<file path="src/rtl/vga_timing_pkg.sv">
// vga_timing_pkg: shared 800x600@72Hz (50 MHz) VGA timing defaults.
//   VGA_H_* : horizontal active/front porch/sync/back porch in pixels
//   VGA_V_* : vertical active/front porch/sync/back porch in lines
//   VGA_*_POL : default sync polarities (1 = active-high)
//   VGA_PIPE_DELAY : ROM_Addr register + ROM output register
package vga_timing_pkg;
  localparam int VGA_H_ACTIVE = 800;
  localparam int VGA_H_FP = 56;
  localparam int VGA_H_SYNC = 120;
  localparam int VGA_H_BP = 64;
  localparam int VGA_H_TOTAL = VGA_H_ACTIVE + VGA_H_FP + VGA_H_SYNC + VGA_H_BP;
  localparam int VGA_V_ACTIVE = 600;
  localparam int VGA_V_FP = 37;
  localparam int VGA_V_SYNC = 6;
  localparam int VGA_V_BP = 23;
  localparam int VGA_V_TOTAL = VGA_V_ACTIVE + VGA_V_FP + VGA_V_SYNC + VGA_V_BP;
  localparam bit VGA_HS_POL = 1'b1;
  localparam bit VGA_VS_POL = 1'b1;
  localparam int VGA_PIPE_DELAY = 2;
endpackage

</file>
<file path="src/rtl/sync_delay_line.sv">
// sync_delay_line: enabled shift register, every stage reset to RST_VAL.
//   CLK, RESET_N (async, active-low), en (shift enable)
//   d : input vector, q : d delayed by DEPTH enabled cycles
module sync_delay_line #(
  parameter int WIDTH = 3,
  parameter int DEPTH = 2,
  parameter logic [WIDTH-1:0] RST_VAL = '0
) (
  input  logic             CLK,
  input  logic             RESET_N,
  input  logic             en,
  input  logic [WIDTH-1:0] d,
  output logic [WIDTH-1:0] q
);
  logic [WIDTH-1:0] sr [DEPTH];
  always_ff @(posedge CLK or negedge RESET_N) begin
    if (!RESET_N) begin
      for (int i = 0; i < DEPTH; i++) sr[i] <= RST_VAL;
    end else if (en) begin
      sr[0] <= d;
      for (int i = 1; i < DEPTH; i++) sr[i] <= sr[i-1];
    end
  end
  assign q = sr[DEPTH-1];
endmodule

</file>
<file path="src/rtl/hv_sync_generator.sv">
// hv_sync_generator: raster counters plus VGA sync/blank delayed to match the ROM pixel pipeline.
//   CLK, RESET_N (async, active-low), PixEn (advance enable)
//   CounterX/CounterY : raster position; inDisplayArea : undelayed active-video flag
//   VGA_HS/VGA_VS/VGA_BLANK_N : delayed by PIPE_DELAY enabled cycles
//   VGA_SYNC_N : tied 0; FrameStart : registered pulse on the frame wrap
module hv_sync_generator
  import vga_timing_pkg::*;
#(
  parameter int CNTR_WIDTH_H = 11,
  parameter int CNTR_WIDTH_V = 10,
  parameter int H_ACTIVE = VGA_H_ACTIVE,
  parameter int H_FP = VGA_H_FP,
  parameter int H_SYNC = VGA_H_SYNC,
  parameter int H_BP = VGA_H_BP,
  parameter int V_ACTIVE = VGA_V_ACTIVE,
  parameter int V_FP = VGA_V_FP,
  parameter int V_SYNC = VGA_V_SYNC,
  parameter int V_BP = VGA_V_BP,
  parameter bit HS_POL = VGA_HS_POL,
  parameter bit VS_POL = VGA_VS_POL,
  parameter int PIPE_DELAY = VGA_PIPE_DELAY
) (
  input  logic                    CLK,
  input  logic                    RESET_N,
  input  logic                    PixEn,
  output logic [CNTR_WIDTH_H-1:0] CounterX,
  output logic [CNTR_WIDTH_V-1:0] CounterY,
  output logic                    inDisplayArea,
  output logic                    VGA_HS,
  output logic                    VGA_VS,
  output logic                    VGA_BLANK_N,
  output logic                    VGA_SYNC_N,
  output logic                    FrameStart
);
  localparam int H_TOTAL = H_ACTIVE + H_FP + H_SYNC + H_BP;
  localparam int V_TOTAL = V_ACTIVE + V_FP + V_SYNC + V_BP;
  if (H_TOTAL > 2 ** CNTR_WIDTH_H) begin : g_h_chk
    $error("H_TOTAL does not fit in CNTR_WIDTH_H");
  end
  if (V_TOTAL > 2 ** CNTR_WIDTH_V) begin : g_v_chk
    $error("V_TOTAL does not fit in CNTR_WIDTH_V");
  end
  if (PIPE_DELAY < 1 || PIPE_DELAY > 8) begin : g_d_chk
    $error("PIPE_DELAY must be 1..8");
  end
  localparam logic [CNTR_WIDTH_H-1:0] X_LAST = CNTR_WIDTH_H'(H_TOTAL - 1);
  localparam logic [CNTR_WIDTH_H-1:0] X_ACT = CNTR_WIDTH_H'(H_ACTIVE);
  localparam logic [CNTR_WIDTH_H-1:0] HS_FIRST = CNTR_WIDTH_H'(H_ACTIVE + H_FP);
  localparam logic [CNTR_WIDTH_H-1:0] HS_LAST = CNTR_WIDTH_H'(H_ACTIVE + H_FP + H_SYNC - 1);
  localparam logic [CNTR_WIDTH_V-1:0] Y_LAST = CNTR_WIDTH_V'(V_TOTAL - 1);
  localparam logic [CNTR_WIDTH_V-1:0] Y_ACT = CNTR_WIDTH_V'(V_ACTIVE);
  localparam logic [CNTR_WIDTH_V-1:0] VS_FIRST = CNTR_WIDTH_V'(V_ACTIVE + V_FP);
  localparam logic [CNTR_WIDTH_V-1:0] VS_LAST = CNTR_WIDTH_V'(V_ACTIVE + V_FP + V_SYNC - 1);
  logic x_wrap, y_wrap, hs_raw, vs_raw;
  always_comb begin
    x_wrap = CounterX == X_LAST;
    y_wrap = CounterY == Y_LAST;
    hs_raw = CounterX >= HS_FIRST && CounterX <= HS_LAST;
    vs_raw = CounterY >= VS_FIRST && CounterY <= VS_LAST;
    inDisplayArea = CounterX < X_ACT && CounterY < Y_ACT;
  end
  // FrameStart is not gated by PixEn hold: it is a one-CLK pulse, so it drops
  // on the next CLK even if PixEn stays low at (0,0).
  always_ff @(posedge CLK or negedge RESET_N) begin
    if (!RESET_N) begin
      CounterX <= '0;
      CounterY <= '0;
      FrameStart <= 1'b0;
    end else begin
      FrameStart <= PixEn & x_wrap & y_wrap;
      if (PixEn) begin
        CounterX <= x_wrap ? '0 : CounterX + 1'b1;
        if (x_wrap) CounterY <= y_wrap ? '0 : CounterY + 1'b1;
      end
    end
  end
  // Polarity is applied before the delay so reset can preload inactive pin levels.
  sync_delay_line #(
    .WIDTH(3),
    .DEPTH(PIPE_DELAY),
    .RST_VAL({~HS_POL, ~VS_POL, 1'b0})
  ) u_dly (
    .CLK(CLK),
    .RESET_N(RESET_N),
    .en(PixEn),
    .d({hs_raw ^ ~HS_POL, vs_raw ^ ~VS_POL, inDisplayArea}),
    .q({VGA_HS, VGA_VS, VGA_BLANK_N})
  );
  assign VGA_SYNC_N = 1'b0;
endmodule

</file>
<file path="config.mk">
export PLATFORM = sky130hd
export DESIGN_NAME = hv_sync_generator
export DESIGN_NICKNAME = d
export VERILOG_FILES = /design/src/rtl/vga_timing_pkg.sv /design/src/rtl/sync_delay_line.sv /design/src/rtl/hv_sync_generator.sv
export SDC_FILE = /design/constraint.sdc
export NUM_CORES = 1
export LEC_CHECK = 0
export CORE_MARGIN = 4
export CORE_UTILIZATION = 40
export CTS_CLUSTER_DIAMETER = 80
export DETAILED_ROUTE_END_ITERATION = 8
export GPL_TIMING_DRIVEN = 0
export PLACE_DENSITY = 0.69
export SYNTH_ARGS = -nofsm -noshare
export SYNTH_HDL_FRONTEND = slang
export SYNTH_SLANG_ARGS = --single-unit
</file>
<file path="constraint.sdc">
create_clock -name CLK -period 6.1 [get_ports CLK]
set_clock_uncertainty 0.2 [all_clocks]
set_input_delay 1.22 -clock CLK [delete_from_list [all_inputs] [get_ports CLK]]
set_output_delay 1.22 -clock CLK [all_outputs]
set_load 0.005 [all_outputs]
</file>
Word level (Yosys, flattened, before mapping)
Index checks and enable logic that the tools add are counted.
Storage, ports and cells
  register bits after elaboration: 28
  input bits: 3
  logic and storage cells: 23
  output and inout port bits: 27
Cells by class
  bitwise operators: 2
  mux-type cells: 2
  equal/unequal tests: 2
  magnitude comparators: 6
  add/sub/neg operators: 2
  reduce and logical (&&, ||, !) cells: 4
Operators with widths (number)
  11-bit by 1-bit adder with 11-bit output, second input constant: 1
  11-bit equality test, second input constant: 1
  11-bit by 10-bit >= comparator with 1-bit output, second input constant: 1
  11-bit by 10-bit less-or-equal comparator with 1-bit output, second input constant: 1
  11-bit by 10-bit < comparator with 1-bit output, second input constant: 1
  11-bit 2-to-1 mux: 1
  10-bit by 1-bit adder with 10-bit output, second input constant: 1
  10-bit equality test, second input constant: 1
  10-bit >= comparator, second input constant: 1
  10-bit less-or-equal comparator, second input constant: 1
  10-bit < comparator, second input constant: 1
  10-bit 2-to-1 mux: 1
  1-bit logical AND: 3
  1-bit bitwise AND: 2
  2-bit AND reduction: 1

Longest topological paths before layout
  word-level depth: 3
  gate-level depth with buffers: 6
  mapped depth without buffers: 6

Modules after synthesis
From an unflattened synthesis, not the netlist that was laid out.
Unflattened totals
  cell total of the unflattened synthesis: 158
  area, all modules: 1616.6 µm²
By module, submodules not included
  hv_sync_generator: times used 1, seq. area each 550.5 µm², area an instance 1342.5 µm², cells an instance 142
  sync_delay_line: times used 1, seq. area each 150.1 µm², area an instance 274.0 µm², cells an instance 16

Worst setup path before layout
No wires, ideal clock.
  kind: input -> register
  start point: in PixEn
  end point: reg CounterY[4]
  required time: 5.831 ns
  library setup time: 0.069 ns
  slack: 3.347 ns
  path buffers: 2
  cell stages on the path: 6
  data arrival time: 2.485 ns
  cell sequence: clkbuf_8 nand4_1 or3_1 buf_6 or3_1 nand3_1
On the way
  longest elaborated chain between the ends: 1
Ends and longest elaborated chain
  start: declaration: line hv_sync_generator.sv:25  | input logic PixEn,
  2-bit AND reduction (no source line)
  end signal: assignment: line hv_sync_generator.sv:73  | if (x_wrap) CounterY <= y_wrap ? '0 : CounterY + 1'b1;
  end: declaration: line hv_sync_generator.sv:27  | output logic [CNTR_WIDTH_V-1:0] CounterY,
No other way between the ends.
A chain may end at the register's enable or synchronous reset.

Final worst setup path
  start point: reg CounterX[7]
  end point: out inDisplayArea
On the way
  longest elaborated chain between the ends: 2
Ends and longest elaborated chain
  start: declaration: line hv_sync_generator.sv:26  | output logic [CNTR_WIDTH_H-1:0] CounterX,
  start signal: assignment: line hv_sync_generator.sv:72  | CounterX <= x_wrap ? '0 : CounterX + 1'b1;
  11-bit by 10-bit < comparator with 1-bit output: line hv_sync_generator.sv:60  | inDisplayArea = CounterX < X_ACT && CounterY < Y_ACT;
  1-bit logical AND: line hv_sync_generator.sv:60
  end: declaration: line hv_sync_generator.sv:28  | output logic inDisplayArea,
No other way between the ends.

==> flow_metrics.py <==
metrics = {
    "status": {
        "status": "finished clean",
    },
    "timing": {
        "relSlewSlack_pct": 58.9,
        "finalSetupViolCount": 0,
        "rsz0062_at_grt": "no",
        "holdWs_ns": 0.313,
        "worst_pin_slew_ns": 0.612,
        "final.setup.tns_ns": 0,
        "finalCritPeriodShare_pct": 57.4,
        "max_freq_mhz": 286,
        "maxSlewViolCount": 0,
        "finalHoldViolations": 0,
        "period_minus_slack_ns": 3.50,
    },
    "cts": {
        "insertion_delay_ns": 0.27,
        "root_buffer": "clkbuf_8",
        "clk_pin_slew_ns": 0.10,
        "cts_setup_buffers": 0,
        "cts_max_level": 1,
        "ctsResizeCount": 0,
        "clk_path_buf_depth": 2,
        "ctsHoldBuffers": 0,
        "cts_tree": "yes",
        "cts.sink_count": 28,
        "cts_made_buffers": 3,
    },
    "min_path": {
        "worstHoldEndpoint": "u_dly.q[2]",
        "hp-start": "u_dly.q[2]",
        "min_path_cells": 1,
        "hold_class": "flop to flop",
    },
    "placed_design": {
        "gp_routability_congestion": 0.892,
        "port_buffers": 27,
        "dp_hpwl_microns": 2340,
        "placed_cells": 230,
        "placed_area_sq_um": 1860,
    },
    "synthesis": {
        "ys_warn_count": 0,
        "synth-seq-area-share_pct": 45.9,
        "syn_inst": 155,
        "avgSynthCellArea_sq_um": 9.86,
        "synth_top_family_by_area": "simple AND/OR/NAND/NOR gates",
        "synthAdderAreaFrac_pct": 4.91,
        "ys_seq_elements": 28,
        "yosys.area_share.xor_xnor_pct": 5.16,
        "synthMuxAreaShare_pct": 4.26,
        "synth_fp_nets": 164,
        "syn_area_sq_um": 1530,
        "ys.flop_type": "dfrtp_1",
        "synth_edf_count": 0,
        "synth-simple-area-share_pct": 22.6,
        "netlist-cell-type-count": 43,
        "synth_compound_area_share_pct": 11.1,
        "synthArstFlopShare_pct": 100,
    },
    "floorplan": {
        "fp.dieH_microns": 69.8,
        "io_pins": 30,
        "dieArea_sq_um": 4870,
        "core_area_sq_um": 3690,
        "dieWidth_microns": 69.8,
        "rows": 22,
        "start_util_pct": 41.4,
    },
    "setup_path": {
        "arrival_ns": 2.08,
        "start_kind": "flop",
        "timing.rr.end": "CounterX[3]",
        "cp_max_fo": 6,
        "reg2reg_depth": 5,
        "r2r-start": "CounterX[4]",
        "crit_path_end_kind": "output pin",
        "required_ns": 4.68,
        "crit_type": "flop to output pin",
        "ff2ff_setup_slack_ns": 3.78,
    },
    "job": {
        "cap_violations": 0,
    },
    "global_route": {
        "grt_max_degree": 29,
        "first_global_vias": 1214,
        "antenna_found_initial": 0,
        "grtUsageTotal_pct": 13.6,
        "grt_first_pass_wirelength_microns": 5600,
        "grt_overflow_total": 0,
    },
    "power": {
        "p_per_area_nw_per_um2": 226,
        "power_uw": 432,
        "vdd_drop_max_v": 0.000134,
        "leakagePower_nw": 0.847,
    },
    "finish": {
        "design_area_sq_um": 1910,
        "nets": 196,
        "insertedDiodeCount": 0,
        "area_growth_pct": 24.9,
        "drive_gt1_share_pct": 10.8,
        "post_layout_nonfiller_instances": 234,
        "fillers": 352,
    },
    "detailed_routing": {
        "drt_pass1_iterations": 4,
        "post_drt_wl_per_cell_microns": 13.6,
        "ant_nets": 0,
        "first_iter_violations": 56,
        "vias": 1217,
        "drt-total-wl_microns": 3190,
        "drc": 0,
        "routed_via_density": 5.20,
    },
}
[how the worst max path moves through the flow]
stage / cells after the start / endpoint / from
final: 4 / inDisplayArea / CounterX[7]
after global routing: 4 / inDisplayArea / CounterX[7]
after CTS: 4 / inDisplayArea / CounterX[7]
after detailed placement: 4 / inDisplayArea / CounterX[7]
after global placement: 4 / inDisplayArea / CounterX[7]
after floorplan: 6 / CounterY[4] / PixEn
[layout by cell type (no fill, tap or decap), types with 3 or more instances in the layout]
master,n
dfrtp_1,28
clkdlybuf4s50_1,26
nand2_1,14
nand3_1,13
inv_1,10
nand4_1,7
xnor2_1,7
nor3_1,7
nor2_1,6
o21ai_0,6
ha_1,6
clkbuf_8,5
mux2_2,4
or3_1,3
nor2b_1,3
and3_1,3
a21oi_1,3
[sequential cells by signal (all words and copies together) (netlist names)]
register    flops
u_dly.q         3
CounterX       11
FrameStart      1
CounterY       10
u_dly.sr        3
[through the flow]
step	utilization, %	setup WS [ns]
5_1_grt	51.7	2.51
4_1_cts	51.9	2.58
3_5_place_dp	50.4	2.89
3_3_place_gp	50.4	2.90
6_report	51.7	2.60
2_1_floorplan	-	3.35
[layer usage]
metal | wire length (microns) | GRT usage, %
met4 | 30 | 3.19
met2 | 1510 | 22.0
met1 | 1540 | 19.0
met3 | 113 | 2.03
met5 | 0 | 0
[critical path, stage by stage (launching register included)]
cell,delay (ns)
dfrtp_1,0.44
or3_1,0.46
a31oi_1,0.23
o21a_1,0.17
clkdlybuf4s50_1,0.50
[cells in the mapped netlist (2+ instances only)]
cell type	n	share of area, %
ha_1	6	4.9
nand4_1	7	2.9
nor2b_1	3	1.2
nor2_1	6	1.5
a21oi_1	3	0.98
nor3_1	7	2.3
nand3_1	13	4.3
nand2_1	14	3.4
inv_1	10	2.5
xnor2_1	7	4.0
and3_1	3	1.2
o21ai_0	6	2.0
or3_1	3	1.2
xor2_1	2	1.1
a211oi_1	2	0.98
mux2i_1	2	1.3
a31oi_1	2	0.82
buf_6	2	1.5
dfrtp_1	28	46
mux2_2	4	2.9
a21o_2	2	1.1
o22ai_1	2	0.82
[area by class of cell]
cell class,instances,area [sq um],share of cell area [%]
timing repair buffer,27,265,13.9
buffer,6,52.6,2.75
sequential,28,701,36.7
clock buffer,4,55.1,2.89
multi-input combinational,111,737,38.6
inverter,10,37.5,1.97
tap,48,60.1,3.15
[kinds of logic after synthesis]
family | count (synthesis)
muxes | 6
xor gates and xnor gates | 9
DFF | 28
other | 1
and+or+nand+nor | 64
adders and majority gates | 6
buffers and inverters | 16
AOI/OAI and AO/OA | 25
[where the power goes]
part	internal [mW]	switching, mW	total, mW
clock	0.0578	0.0584	0.116
combinational	0.0520	0.0376	0.0896
sequential	0.200	0.0256	0.226
No activity file was read; power rests on OpenSTA's default activity.
